`config.mk`:
```
export PLATFORM = sky130hd
export DESIGN_NAME = data_mem_ctrl
export DESIGN_NICKNAME = d
export VERILOG_FILES = /design/src/rtl/mem_pkg.sv /design/src/rtl/mem_load_align.sv /design/src/rtl/data_mem_ctrl.sv
export SDC_FILE = /design/constraint.sdc
export NUM_CORES = 1
export LEC_CHECK = 0
export BUFFER_PORTS_ARGS = -buffer_cell sky130_fd_sc_hd__buf_2
export CORE_UTILIZATION = 29
export CTS_CLUSTER_DIAMETER = 100
export DETAILED_ROUTE_END_ITERATION = 8
export HOLD_SLACK_MARGIN = 0.06
export PLACE_DENSITY = 0.57
export SLEW_MARGIN = 20
export SYNTH_ARGS = -nofsm -noshare
export SYNTH_HDL_FRONTEND = slang
export SYNTH_HIERARCHICAL = 1
export SYNTH_SLANG_ARGS = --single-unit
```
`constraint.sdc`:
```
create_clock -name clk -period 2.4 [get_ports clk]
set_input_delay 0 -clock clk [delete_from_list [all_inputs] [get_ports clk]]
set_output_delay 0 -clock clk [all_outputs]
set_load 0.03 [all_outputs]
```
`src/rtl/mem_pkg.sv`:
```
// rtl/mem_pkg.sv - shared types and constants for the data-memory access path
package mem_pkg;

    typedef enum logic [2:0] {
        MODE_LB  = 3'b000,
        MODE_LH  = 3'b001,
        MODE_LW  = 3'b010,
        MODE_LBU = 3'b011,
        MODE_LHU = 3'b100,
        MODE_SB  = 3'b101,
        MODE_SH  = 3'b110,
        MODE_SW  = 3'b111
    } addr_mode_t;

    typedef enum logic [1:0] {
        IDLE   = 2'b00,
        ACCESS = 2'b01,
        DONE   = 2'b10
    } mem_state_t;

    localparam logic [3:0] BE_BYTE = 4'b0001;
    localparam logic [3:0] BE_HALF = 4'b0011;
    localparam logic [3:0] BE_WORD = 4'b1111;

    // Store encodings occupy the top three codes.
    function automatic logic is_store(input addr_mode_t mode);
        return (mode == MODE_SB) || (mode == MODE_SH) || (mode == MODE_SW);
    endfunction

endpackage

```
`src/rtl/mem_load_align.sv`:
```
// rtl/mem_load_align.sv - load lane select with sign/zero extension
import mem_pkg::*;

module mem_load_align (
    input  logic [31:0] rdata,
    input  logic [1:0]  lane,
    input  addr_mode_t  mode,
    output logic [31:0] result
);

    logic [7:0]  byte_val;
    logic [15:0] half_val;

    // Pick the addressed byte/half and extend it according to the mode.
    always_comb begin
        byte_val = rdata[8*lane +: 8];
        half_val = lane[1] ? rdata[31:16] : rdata[15:0];
        case (mode)
            MODE_LB:  result = {{24{byte_val[7]}}, byte_val};
            MODE_LBU: result = {24'b0, byte_val};
            MODE_LH:  result = {{16{half_val[15]}}, half_val};
            MODE_LHU: result = {16'b0, half_val};
            default:  result = rdata;
        endcase
    end

endmodule

```
`src/rtl/data_mem_ctrl.sv`:
```
// rtl/data_mem_ctrl.sv - memory-stage load/store controller with stall handshake
import mem_pkg::*;

module data_mem_ctrl #(
    parameter int DATA_WIDTH = 32
) (
    input  logic                  clk,
    input  logic                  rst_n,
    input  logic                  MemRead,
    input  logic                  MemWrite,
    input  logic [2:0]            AddrMode,
    input  logic [DATA_WIDTH-1:0] addr,
    input  logic [DATA_WIDTH-1:0] WriteData,
    output logic [DATA_WIDTH-1:0] ReadData,
    output logic                  stall,
    output logic                  misalign_err,
    output logic                  mem_req,
    output logic                  mem_we,
    output logic [DATA_WIDTH-1:0] mem_addr,
    output logic [3:0]            mem_be,
    output logic [DATA_WIDTH-1:0] mem_wdata,
    input  logic                  mem_ack,
    input  logic [DATA_WIDTH-1:0] mem_rdata
);

    mem_state_t state, state_next;
    addr_mode_t mode_in;
    addr_mode_t cap_mode;
    logic [1:0] cap_lane;

    logic req_any, mode_ok, align_ok, legal_req, illegal_req, accept;
    logic [3:0]            be_next;
    logic [DATA_WIDTH-1:0] wdata_next;
    logic [DATA_WIDTH-1:0] load_result;

    assign mode_in     = addr_mode_t'(AddrMode);
    assign req_any     = MemRead | MemWrite;
    // A write request wins over a simultaneous read, so the mode must be a store.
    assign mode_ok     = MemWrite ? is_store(mode_in) : !is_store(mode_in);
    assign legal_req   = req_any & mode_ok & align_ok;
    assign illegal_req = req_any & ~(mode_ok & align_ok);
    assign accept      = (state == IDLE) & legal_req;

    // Alignment rule: halves on even addresses, words on word boundaries.
    always_comb begin
        align_ok = 1'b1;
        case (mode_in)
            MODE_LH, MODE_LHU, MODE_SH: align_ok = ~addr[0];
            MODE_LW, MODE_SW:           align_ok = (addr[1:0] == 2'b00);
            default:                    align_ok = 1'b1;
        endcase
    end

    // Store lane replication and byte enables; loads fetch the whole word.
    always_comb begin
        be_next    = BE_WORD;
        wdata_next = '0;
        case (mode_in)
            MODE_SB: begin
                be_next    = BE_BYTE << addr[1:0];
                wdata_next = {4{WriteData[7:0]}};
            end
            MODE_SH: begin
                be_next    = BE_HALF << {addr[1], 1'b0};
                wdata_next = {2{WriteData[15:0]}};
            end
            MODE_SW: begin
                be_next    = BE_WORD;
                wdata_next = WriteData;
            end
            default: begin
                be_next    = BE_WORD;
                wdata_next = '0;
            end
        endcase
    end

    mem_load_align u_load_align (
        .rdata  (mem_rdata),
        .lane   (cap_lane),
        .mode   (cap_mode),
        .result (load_result)
    );

    // State register.
    always_ff @(posedge clk or negedge rst_n) begin
        if (!rst_n) state <= IDLE;
        else        state <= state_next;
    end

    // Next-state and stall; DONE releases the pipeline for one cycle.
    always_comb begin
        state_next = state;
        stall      = 1'b0;
        case (state)
            IDLE: begin
                stall = legal_req;
                if (legal_req) state_next = ACCESS;
            end
            ACCESS: begin
                stall = 1'b1;
                if (mem_ack) state_next = DONE;
            end
            DONE:    state_next = IDLE;
            default: state_next = IDLE;
        endcase
    end

    // Request capture, completion, load result and sticky error flag.
    always_ff @(posedge clk or negedge rst_n) begin
        if (!rst_n) begin
            mem_req      <= 1'b0;
            mem_we       <= 1'b0;
            mem_addr     <= '0;
            mem_be       <= '0;
            mem_wdata    <= '0;
            cap_lane     <= '0;
            cap_mode     <= MODE_LB;
            ReadData     <= '0;
            misalign_err <= 1'b0;
        end else begin
            if (accept) begin
                mem_req   <= 1'b1;
                mem_we    <= MemWrite;
                mem_addr  <= {addr[DATA_WIDTH-1:2], 2'b00};
                mem_be    <= be_next;
                mem_wdata <= wdata_next;
                cap_lane  <= addr[1:0];
                cap_mode  <= mode_in;
            end
            if (state == ACCESS && mem_ack) begin
                mem_req <= 1'b0;
                if (!mem_we) ReadData <= load_result;
            end
            if (state == IDLE && illegal_req) misalign_err <= 1'b1;
        end
    end

endmodule

```
==> metrics.yaml <==
pin_count: 208
path_cells: "mux4_2 -> nor2_2 -> a2111oi_4 -> a21o_1 -> mux2_2"
synth_cell_type_count: 48
required_ps: 2690
fin_worst_skew_ps: 6.74
p_leak_nw: 3.96
rsz0062_at_grt: "false"
grt_max_degree: 51
clk_latency_ps: 350
cp-start-kind: "flip-flop"
ys_ff_latch: 108
core-area_um2: 18900
critPathCapture: "ReadData[29]$_DFFE_PN0P_"
dieHeight_um: 142
drv_cap: 0
first_pass_iters: 5
max-slew-margin-rel_pct: 32.4
cp_slowest_cell: "a2111oi_4"
maxSlewViolCount: 0
use_met1_pct: 19.7
cts.sinks: 108
r2r_end: "ReadData[29]$_DFFE_PN0P_"
cts.htree.levels: 3
fmax_ghz: 0.469
ff2ff_setup_slack_ps: 270
remaining_drc_errors: 0
cts_tree: "yes"
drt-wirelength-per-cell_um: 16.5
endpoint_kind: "flip-flop"
ant_nets: 0
preCtsSetupSlack_ps: 266
worstReg2RegStart: "cap_lane[0]$_DFFE_PN0P_"
p_per_area_nw_per_um2: 1170
wirelength_mm: 16.4
hpwl_mm: 11.5
die_w_um: 142
grt_busiest_layer: "met2"
layout_commonest_cell: "buf_2"
dr_total_vias: 4689
synth_ff_type: "dfrtp_1"
die_area_um2: 20000
min_period_over_period_pct: 88.8
grt_first_pass_wirelength_mm: 25.7
setup.worst_path.start: "cap_lane[0]$_DFFE_PN0P_"
slowest_delay_ps: 850
syn_area_um2: 5650
layout-drive-gt1-share_pct: 46.4
port_buffers: 205
antenna_found_initial: 0
avgSynthCellArea_um2: 12.5
synth_edf_count: 0
grtUsageMet3_pct: 4.29
overflow: 0
yosysSeqAreaShare_pct: 47.8
grt_pass1_vias: 4937
finalCoreUtilization_pct: 42.4
rows: 50
fin_setup_tns_ps: 0
cts_root_buf: "clkbuf_16"
status: "finished, final reports clean"
clk_pin_slew_ps: 70
clk_path_buf_depth: 2
period_needed_ps: 2130
hold_viol: 0
min_path_type: "primary input to flip-flop"
ir_drop_mv: 0.450
setup.worst_path.class: "flip-flop to flip-flop"
final_cell_mix: "buf_2 (204), dfrtp_1 (108), dlygate4sd3_1 (81)"
setup_violations: 0
postCtsHoldBufs: 81
reg2reg_depth: 5
async_reset_ff_share_pct: 100
globalplace.congestion: 0.798
syn_to_final_growth_pct: 41.7
ys.warnings.count: 6
post_cts_resized: 0
nets: 836
postCtsSetupRepairBufs: 0
initial_core_util_pct: 29.9
critPathMaxFanout: 16
viasPerCell: 4.70
synthCells: 452
cts_buffers: 9
use_met2_pct: 28.6
drt_iter0_drc: 208
crit_cells: 5
worstPathArrival_ps: 2420
tightest_slew_ps: 1010
fin_ws_ps: 270
grtUsageTotal_pct: 16.6
cpLargestDelayFamily: "compound AO/OA/AOI/OAI gates"
crit_buf_inv: 0
-- synthesized netlist by cell type, drive strengths merged (2+ instances only) --
cell    count  share of area (%)
mux2i      27                4.8
a21o       17                2.3
clkbuf      9               0.60
nor2b       5               0.55
dfrtp     108                 48
o21ai       8               0.71
and2        3               0.33
nor3        2               0.18
a21oi      15                1.3
nand2b      3               0.33
a211oi      5               0.66
a22oi      20                2.7
inv        13               0.86
or3         3               0.33
buf        24                4.0
o21bai      3               0.40
nor2       31                2.1
nand3       2               0.18
mux2      100                 23
a221o       8                1.4
nand2      27                1.8
-- cells by family (layout without fill, tap and decap cells) --
family          count (synthesis)  count (layout)  synth area share [%]
mux                           128             128                  28.4
flops                         108             108                  47.8
compound gates                 85              85                  11.2
simple gates                   82              82                  6.73
buf+inv                        46             330                  5.45
xor+xnor                        2               2                 0.310
other cells                     1               3                0.0664
-- report_power, final --
group / leakage (nW) / total [W] / internal (W) / switching (W)
sequential: 1.33 / 0.00309 / 0.00257 / 0.000523
clock: 0.135 / 0.00144 / 0.000741 / 0.000701
combinational: 2.50 / 0.00484 / 0.00198 / 0.00286
-- worst min path at each step --
stage,start,end,slack (ps),depth (start not counted)
final,WriteData[21],mem_wdata[21]$_DFFE_PN0P_,80,4
after CTS,WriteData[21],mem_wdata[21]$_DFFE_PN0P_,60,4
after global routing,WriteData[21],mem_wdata[21]$_DFFE_PN0P_,80,4
after detailed placement,rst_n,mem_addr[29]$_DFFE_PN0P_,20,1
after global placement,rst_n,mem_addr[29]$_DFFE_PN0P_,10,1
after floorplan,rst_n,ReadData[0]$_DFFE_PN0P_,-300,0
-- per-stage QoR --
| stage | power (W) | area [µm²] | cells | hold slack, ps |
|---|---|---|---|---|
| after floorplan | 0.00651 | 5650 | 453 | -296 |
| after global placement | 0.00776 | 6910 | 900 | 11.3 |
| after detailed placement | 0.00786 | 6910 | 900 | 16.3 |
| after CTS | 0.00948 | 8010 | 997 | 62.8 |
| after global routing | 0.00994 | 8010 | 997 | 75.1 |
| final | 0.00938 | 8010 | 998 | 80.8 |
-- registers in the layout, indices dropped and copies added, names as in the netlist --
register      flops
ReadData         32
cap_lane          2
cap_mode          3
mem_addr         30
mem_be            4
mem_req           1
mem_wdata        32
mem_we            1
misalign_err      1
state             2
-- layout make-up --
class                   count  area [µm²]
clock buffers              10         239
clock inverters             6        46.3
fillers                  1821       10900
diodes                      1        2.50
inverters                  13        48.8
well taps                 260         325
flip-flops and latches    108        2700
repair buffers            301        1990
multi-input cells         299        2650
-- routing by layer --
metal,share of wire [%],wire [µm]
met5,0,0
met4,1.7,274
met3,6.5,1070
met2,50,8260
met1,42,6840
-- tightest hold or removal path, cell delays in order --
cell and delay, ps:
buf_2 70, a22oi_1 80, nor2_1 100, mux2_4 140
Note: power is estimated with default switching activity, not from simulation.
